### src/rtl/tiny_dnn_pkg.sv
// Shared definitions for the tiny_dnn datapath: array geometry, address field
// widths and the sequencer state encoding.
package tiny_dnn_pkg;

  localparam int F_NUM  = 16;
  localparam int F_SIZE = 512;
  localparam int LANE_W = 4;
  localparam int ADDR_W = 9;
  localparam int A_W    = LANE_W + ADDR_W;

  typedef enum logic [2:0] {
    IDLE  = 3'd0,
    WLOAD = 3'd1,
    INIT  = 3'd2,
    EXEC  = 3'd3,
    DRAIN = 3'd4,
    OUT   = 3'd5
  } seq_state_t;

endpackage

### src/rtl/tiny_dnn_seq.sv
// Layer sequencer for the 16-lane bf16 dot-product array: one command runs
// weight load, accumulator clear, activation stream and result drain.
module tiny_dnn_seq #(
  parameter int F_NUM     = tiny_dnn_pkg::F_NUM,
  parameter int F_SIZE    = tiny_dnn_pkg::F_SIZE,
  parameter int DRAIN_CYC = 2
) (
  input  logic        clk,
  input  logic        rst_n,
  input  logic        start,
  input  logic [9:0]  in_num,
  input  logic        skip_wload,
  output logic        busy,
  output logic        done,
  output logic        err,
  input  logic        w_valid,
  output logic        w_ready,
  input  logic [31:0] w_data,
  input  logic        s_valid,
  output logic        s_ready,
  input  logic [31:0] s_data,
  output logic        m_valid,
  input  logic        m_ready,
  output logic [31:0] m_data,
  output logic        m_last,
  output logic        dnn_write,
  output logic        dnn_init,
  output logic        dnn_exec,
  output logic [12:0] dnn_a,
  output logic [31:0] dnn_d,
  input  logic [31:0] dnn_x
);
  import tiny_dnn_pkg::*;

  seq_state_t        state_r, next_state_s;
  logic [LANE_W-1:0] lane_r;
  logic [9:0]        k_r, n_r;
  logic [1:0]        dcnt_r;
  logic              settle_r;
  logic              busy_r, done_r, err_r, w_ready_r, s_ready_r, m_valid_r, m_last_r;
  logic              dnn_write_r, dnn_init_r, dnn_exec_r;
  logic [A_W-1:0]    dnn_a_r;
  logic [31:0]       dnn_d_r;

  logic              write_s, init_s, exec_s, m_valid_s, m_last_s, done_s, err_s;
  logic [A_W-1:0]    a_s;
  logic [31:0]       d_s;

  logic legal_s, w_hs_s, s_hs_s, m_hs_s, k_last_s, lane_last_s, dcnt_done_s;

  assign legal_s     = (in_num != 10'd0) && (in_num <= 10'(F_SIZE));
  assign w_hs_s      = w_ready_r && w_valid;
  assign s_hs_s      = s_ready_r && s_valid;
  assign m_hs_s      = m_valid_r && m_ready;
  assign k_last_s    = (k_r == n_r - 10'd1);
  assign lane_last_s = (lane_r == LANE_W'(F_NUM - 1));
  assign dcnt_done_s = (dcnt_r == 2'(DRAIN_CYC - 1));

  // Next-state decode of the pass phases.
  always_comb begin
    next_state_s = state_r;
    case (state_r)
      IDLE: begin
        if (start && legal_s) begin
          next_state_s = skip_wload ? INIT : WLOAD;
        end else begin
          next_state_s = IDLE;
        end
      end
      WLOAD: begin
        if (w_hs_s && k_last_s && lane_last_s) begin
          next_state_s = INIT;
        end else begin
          next_state_s = WLOAD;
        end
      end
      INIT: next_state_s = EXEC;
      EXEC: begin
        if (s_hs_s && k_last_s) begin
          next_state_s = DRAIN;
        end else begin
          next_state_s = EXEC;
        end
      end
      DRAIN: begin
        if (dcnt_done_s) begin
          next_state_s = OUT;
        end else begin
          next_state_s = DRAIN;
        end
      end
      OUT: begin
        if (m_hs_s && lane_last_s) begin
          next_state_s = IDLE;
        end else begin
          next_state_s = OUT;
        end
      end
      default: next_state_s = IDLE;
    endcase
  end

  // Next values of the registered array strobes and stream outputs.
  always_comb begin
    write_s   = 1'b0;
    init_s    = 1'b0;
    exec_s    = 1'b0;
    a_s       = dnn_a_r;
    d_s       = dnn_d_r;
    m_valid_s = 1'b0;
    m_last_s  = 1'b0;
    done_s    = 1'b0;
    err_s     = 1'b0;
    case (state_r)
      IDLE: err_s = start && !legal_s;
      WLOAD: begin
        if (w_hs_s) begin
          write_s = 1'b1;
          a_s     = {lane_r, k_r[ADDR_W-1:0]};
          d_s     = w_data;
        end else begin
          write_s = 1'b0;
        end
      end
      INIT: init_s = 1'b1;
      EXEC: begin
        if (s_hs_s) begin
          exec_s = 1'b1;
          a_s    = {{LANE_W{1'b0}}, k_r[ADDR_W-1:0]};
          d_s    = s_data;
        end else begin
          exec_s = 1'b0;
        end
      end
      DRAIN: begin
        if (dcnt_done_s) begin
          a_s = {A_W{1'b0}};
        end else begin
          a_s = dnn_a_r;
        end
      end
      OUT: begin
        // Lane address is presented one cycle ahead so dnn_x is ready when m_valid rises.
        if (!settle_r) begin
          m_valid_s = 1'b1;
          m_last_s  = lane_last_s;
        end else if (m_hs_s) begin
          a_s    = {{ADDR_W{1'b0}}, lane_r + 4'd1};
          done_s = lane_last_s;
        end else begin
          m_valid_s = 1'b1;
          m_last_s  = m_last_r;
        end
      end
      default: err_s = 1'b0;
    endcase
  end

  // State, counters and all registered outputs.
  always_ff @(posedge clk) begin
    if (!rst_n) begin
      state_r     <= IDLE;
      lane_r      <= 4'd0;
      k_r         <= 10'd0;
      n_r         <= 10'd0;
      dcnt_r      <= 2'd0;
      settle_r    <= 1'b0;
      busy_r      <= 1'b0;
      done_r      <= 1'b0;
      err_r       <= 1'b0;
      w_ready_r   <= 1'b0;
      s_ready_r   <= 1'b0;
      m_valid_r   <= 1'b0;
      m_last_r    <= 1'b0;
      dnn_write_r <= 1'b0;
      dnn_init_r  <= 1'b0;
      dnn_exec_r  <= 1'b0;
      dnn_a_r     <= 13'd0;
      dnn_d_r     <= 32'd0;
    end else begin
      state_r     <= next_state_s;
      busy_r      <= (next_state_s != IDLE);
      w_ready_r   <= (next_state_s == WLOAD);
      s_ready_r   <= (next_state_s == EXEC);
      done_r      <= done_s;
      err_r       <= err_s;
      m_valid_r   <= m_valid_s;
      m_last_r    <= m_last_s;
      dnn_write_r <= write_s;
      dnn_init_r  <= init_s;
      dnn_exec_r  <= exec_s;
      dnn_a_r     <= a_s;
      dnn_d_r     <= d_s;
      case (state_r)
        IDLE: begin
          if (start && legal_s) begin
            n_r    <= in_num;
            lane_r <= 4'd0;
            k_r    <= 10'd0;
          end
        end
        WLOAD: begin
          if (w_hs_s) begin
            if (k_last_s) begin
              k_r    <= 10'd0;
              lane_r <= lane_r + 4'd1;
            end else begin
              k_r <= k_r + 10'd1;
            end
          end
        end
        INIT: k_r <= 10'd0;
        EXEC: begin
          if (s_hs_s) begin
            k_r <= k_last_s ? 10'd0 : k_r + 10'd1;
          end
        end
        DRAIN: begin
          if (dcnt_done_s) begin
            dcnt_r   <= 2'd0;
            lane_r   <= 4'd0;
            settle_r <= 1'b0;
          end else begin
            dcnt_r <= dcnt_r + 2'd1;
          end
        end
        OUT: begin
          if (m_hs_s) begin
            lane_r   <= lane_r + 4'd1;
            settle_r <= 1'b0;
          end else begin
            settle_r <= 1'b1;
          end
        end
        default: dcnt_r <= 2'd0;
      endcase
    end
  end

  assign busy      = busy_r;
  assign done      = done_r;
  assign err       = err_r;
  assign w_ready   = w_ready_r;
  assign s_ready   = s_ready_r;
  assign m_valid   = m_valid_r;
  assign m_last    = m_last_r;
  // dnn_x is already a register inside the array; gate it so m_data is 0 when idle.
  assign m_data    = m_valid_r ? dnn_x : 32'd0;
  assign dnn_write = dnn_write_r;
  assign dnn_init  = dnn_init_r;
  assign dnn_exec  = dnn_exec_r;
  assign dnn_a     = dnn_a_r;
  assign dnn_d     = dnn_d_r;

endmodule

### config.mk
export PLATFORM = sky130hd
export DESIGN_NAME = tiny_dnn_seq
export DESIGN_NICKNAME = d
export VERILOG_FILES = /design/src/rtl/tiny_dnn_pkg.sv /design/src/rtl/tiny_dnn_seq.sv
export SDC_FILE = /design/constraint.sdc
export NUM_CORES = 1
export LEC_CHECK = 0
export CAP_MARGIN = 20
export CORE_MARGIN = 4
export CORE_UTILIZATION = 25
export CTS_CLUSTER_DIAMETER = 120
export DETAILED_ROUTE_END_ITERATION = 16
export PLACE_DENSITY = 0.55
export SETUP_SLACK_MARGIN = 0.02
export SYNTH_ARGS = -nofsm -noshare
export SYNTH_HDL_FRONTEND = slang
export SYNTH_SLANG_ARGS = --single-unit
### constraint.sdc
create_clock -name clk -period 3.6 [get_ports clk]
set_input_delay 1.08 -clock clk [delete_from_list [all_inputs] [get_ports clk]]
set_output_delay 1.08 -clock clk [all_outputs]
set_load 0.01 [all_outputs]
# == Yosys cells after proc, flatten, opt, wreduce, memory -nomap -nowiden ==
# Cells that the tools add are included.
# word_totals
out_inout_bits,87
word_cells,111
ff_bits,85
# op_classes
n_lt_le_gt_ge,1
reduce_logical,31
n_eq_ne,18
addsub,4
n_mux,39
# op_table
op,count
$mux 32,3
$mux 13,5
$pmux 32 s2,1
$pmux 13 s4,1
$mux 10,4
$pmux 10 s4,1
$mux 4,5
$pmux 3 s6,1
$pmux 4 s4,1
$ne 2x2->1 const B,7
$reduce_and 2->1,6
$reduce_and 6->1,2
$reduce_bool 4->1,3
$add 10x1->10 const B,1
$eq 10x10->1,1
$le 10x10->1 const B,1
$logic_and 1x1->1,10
$reduce_bool 10->1,1
$sub 10x1->10 const B,1
$eq 3x2->1 const B,3
$mux 1,9
$mux 2,4
$reduce_and 4->1,2
$eq 3x1->1 const B,2
other kinds (15),18

# == Depth between registers and ports, before layout ==
# Gate-level depths: netlist of the first run.
# depth
word_depth,7
mapped_depth,11

# == Worst setup path after synthesis of the first run ==
# OpenSTA, ideal clock, no wires.
# synth_timing
path_kind,input port to flip-flop
from,input in_num[5]
to,register lane_r[0]
stages,7
setup_time_ps,72
path_slack_ps,546
t_arrival_ps,2982
required_ps,3528
cell_sequence,or4_1 > or4_1 > and2_1 > a21oi_1 > nor3_1 > a31oi_4 > mux2i_1
# synth_via
elab_chain_cells,5
elab_cells_between_ends,6
classes_between,order compare: 1; eq/ne: 1; reduce/logical: 4
# synth_lines
element,line,text
start: declaration,tiny_dnn_seq.sv:11,"input logic [9:0] in_num,"
$le 10x10->1 / $reduce_bool 10->1 (equally long branches),tiny_dnn_seq.sv:51,assign legal_s = (in_num != 10'd0) && (in_num <= 10'(F_SIZE));
$logic_and 1x1->1 *,tiny_dnn_seq.sv:51,
$logic_and 1x1->1 *,tiny_dnn_seq.sv:196,if (start && legal_s) begin
$ne 2x2->1 (no line) *,-,
$reduce_and 6->1 (no line) *,-,
end signal: assignment,tiny_dnn_seq.sv:206,lane_r <= lane_r + 4'd1;
end signal: assignment,tiny_dnn_seq.sv:229,lane_r <= lane_r + 4'd1;
end: declaration,tiny_dnn_seq.sv:36,logic [LANE_W-1:0] lane_r;
# Mark *: on every way between the ends. The rest lies on a longest branch, timed or not.
# A chain may end at the register's enable or synchronous reset.

# == Final worst setup path of the first run ==
# layout_timing
from,input in_num[6]
to,register lane_r[0]
# Same word-level chain as after synthesis.

==> results.yml, run 1 <==
run_status:
  status: "complete, no violations"
clock_network:
  cts_hold_buf: 0
  clk_latency_ps: 340
  clkTransAtPathRegs_ps: 60
  cts_tree: "yes"
  cts_root_buf: "clkbuf_16"
  h-tree-depth: 3
  cts.repair.resized: 0
  cts_sinks: 85
  cts_setup_buffers: 0
  cts_buffer_depth: 2
  cts_made_buffers: 9
placed_design:
  pre_cts_slack_ps: -94.4
  hpwl_um: 11200
  portBuffers: 199
  dpl.cell_count: 924
  place_congestion: 0.840
final_layout:
  area_growth_pct: 59.3
  fill_cells: 1711
  fin_nets: 826
  stdcell_count: 940
  mostFrequentLayoutCell: "clkdlybuf4s50_1"
  layout-drive-gt1-share: 0.0587
  antenna_cells: 0
  layout_common_cells: "clkdlybuf4s50_1 (199), dfxtp_1 (85), nor2_1 (73)"
drt:
  wl_um: 14400
  drtAntennaViolNets: 0
  drtPass1Iterations: 4
  via_per_inst: 4.68
  drt_iter0_markers: 241
  drc: 0
  vias: 4403
  wire_per_inst_um: 15.3
synth:
  synthFlopType: "dfxtp_1"
  ys_seq_area_frac: 0.387
  synth_area_per_cell_um2: 8.36
  yosysWarnings: 0
  synth_seq_cells: 85
  synth_cells: 526
  synthesis.nets: 642
  syn_area_um2: 4400
  synth_edf_count: 0
  synthArstFlopShare: 0
  synth_cell_type_count: 55
timing:
  max_freq_ghz: 0.295
  setup_viol: 0
  fin_tns_setup_ps: 0
  rsz0062_at_grt: "false"
  fin_skew_ps: 11.4
  hold_viol: 0
  slew_headroom: 0.411
  slew_viol_final: 0
  fin_crit_sh: 0.940
  fin_ws_ps: 215
  worst_pin_slew_ps: 882
  min_period_ps: 3390
grt:
  grt_use_total: 0.144
  grt_overflow: 0
  grt_pass1_vias: 4393
  grt_max_degree: 65
  grt_pass1_wl_um: 23000
  grt_antenna_before_repair: 0
power_and_ir_drop:
  ir_drop_mv: 0.229
  power.density_nw_per_um2: 373
  power.leakage_nw: 2.66
worst_setup_path:
  worst-endpoint-arrival_ps: 3650
  required_ps: 3870
  critPathKind: "in -> reg"
  cp-end-kind: "flop"
  reg2regPathDepth: 9
  worstSetupStartpointType: "primary input"
  cp_max_fo: 4
floorplan:
  io_pins: 200
  rows: 48
  die_h_um: 141
  coreArea_um2: 17300
  dieWidth_um: 141
  die_area_um2: 19800
  start_util: 0.254
min_path:
  min_path_cells: 2
  hold_class: "reg -> reg"
job:
  max-cap-violations: 0
## final timing paths
path	from	endpoint	slack (ps)
worst max register to register	n_r[0]	lane_r[0]	480
worst min register to register	dnn_a[10]	dnn_a[10]	450
worst min-delay path	dnn_a[10]	dnn_a[10]	450
worst max-delay path	in_num[6]	lane_r[0]	210
## layer usage
layer  up-vias  global-route usage  routed length [um]
met4         0              0.0449                 170
met2       155               0.241                7010
li1       2224                   -                   -
met1      2011               0.172                6030
met3        13              0.0502                1160
met5         -                   0                   0
## worst max-delay path: stages
cell	delay (ps)
clkdlybuf4s50_1	440
or4_1	580
or4_1	530
and2_1	200
a21oi_1	240
nor3_1	120
a31oi_4	250
mux2i_1	210
## registers in the layout (all words and copies together) (netlist names)
| signal | cells |
|---|---|
| dnn_write | 1 |
| dcnt_r | 2 |
| n_r | 10 |
| err | 1 |
| m_last | 1 |
| m_valid | 1 |
| done | 1 |
| w_ready | 1 |
| dnn_exec | 1 |
| k_r | 10 |
| s_ready | 1 |
| busy | 1 |
| lane_r | 4 |
| dnn_init | 1 |
| dnn_a | 13 |
| dnn_d | 32 |
| state_r | 3 |
| settle_r | 1 |
## final cells by class
class	instances	area, um2	area share
Multi-Input combinational cell	389	2500	0.356
Timing Repair Buffer	213	2120	0.303
Clock inverter	3	90.1	0.0129
Sequential cell	85	1700	0.243
Inverter	12	45.0	0.00643
Tap cell	225	282	0.0402
Clock buffer	13	270	0.0386
## metrics by stage
stage | area [um2] | total power [mW] | util | hold slack (ps)
finish | 7010 | 2.61 | 0.405 | 455
global route | 7010 | 2.73 | 0.405 | 486
CTS | 7010 | 2.65 | 0.405 | 463
detailed placement | 6650 | 1.52 | 0.384 | 454
global placement | 6650 | 1.51 | 0.384 | 454
floorplan | 4400 | 1.27 | - | 453
## cells by family after synthesis
logic type                 Yosys count  synth area share
DFF                                 85             0.387
buffers and inverters               52            0.0486
xor gates and xnor gates            23            0.0458
and+or+nand+nor                    224             0.255
muxes                               41            0.0933
adders and majority gates            3           0.00854
AOI/OAI and AO/OA                   98             0.162
## cell usage after synthesis (5+ instances only)
master | instances | share of area
nand2_1 | 35 | 0.030
xor2_1 | 8 | 0.016
nand2b_1 | 6 | 0.0085
o21ai_0 | 9 | 0.010
inv_1 | 11 | 0.0094
nor2_1 | 74 | 0.063
nand4_1 | 8 | 0.011
a21oi_1 | 24 | 0.027
and2_1 | 38 | 0.054
xnor2_1 | 15 | 0.030
dfxtp_1 | 85 | 0.39
and3_1 | 5 | 0.0071
a211oi_1 | 36 | 0.061
nand3_1 | 19 | 0.022
nor3_1 | 9 | 0.010
clkbuf_1 | 31 | 0.026
mux2i_1 | 41 | 0.093
nor2b_1 | 6 | 0.0085
## where the power goes
| group | total, mW | internal, mW | switching [mW] |
|---|---|---|---|
| sequential | 1.01 | 0.978 | 0.0356 |
| clock | 1.11 | 0.736 | 0.373 |
| combinational | 0.488 | 0.268 | 0.220 |
No activity file was read; power rests on OpenSTA's default activity.
==> inputs of run 2 (changes only) <==
--- a/config.mk
+++ b/config.mk
@@ -10,8 +10,10 @@
 export CORE_UTILIZATION = 25
 export CTS_CLUSTER_DIAMETER = 120
 export DETAILED_ROUTE_END_ITERATION = 16
+export HOLD_SLACK_MARGIN = 0.1
 export PLACE_DENSITY = 0.55
 export SETUP_SLACK_MARGIN = 0.02
+export SLEW_MARGIN = 0
 export SYNTH_ARGS = -nofsm -noshare
 export SYNTH_HDL_FRONTEND = slang
 export SYNTH_SLANG_ARGS = --single-unit
==> results of run 2 <==
Final layout, timing and power as in run 1 (identical DEF).
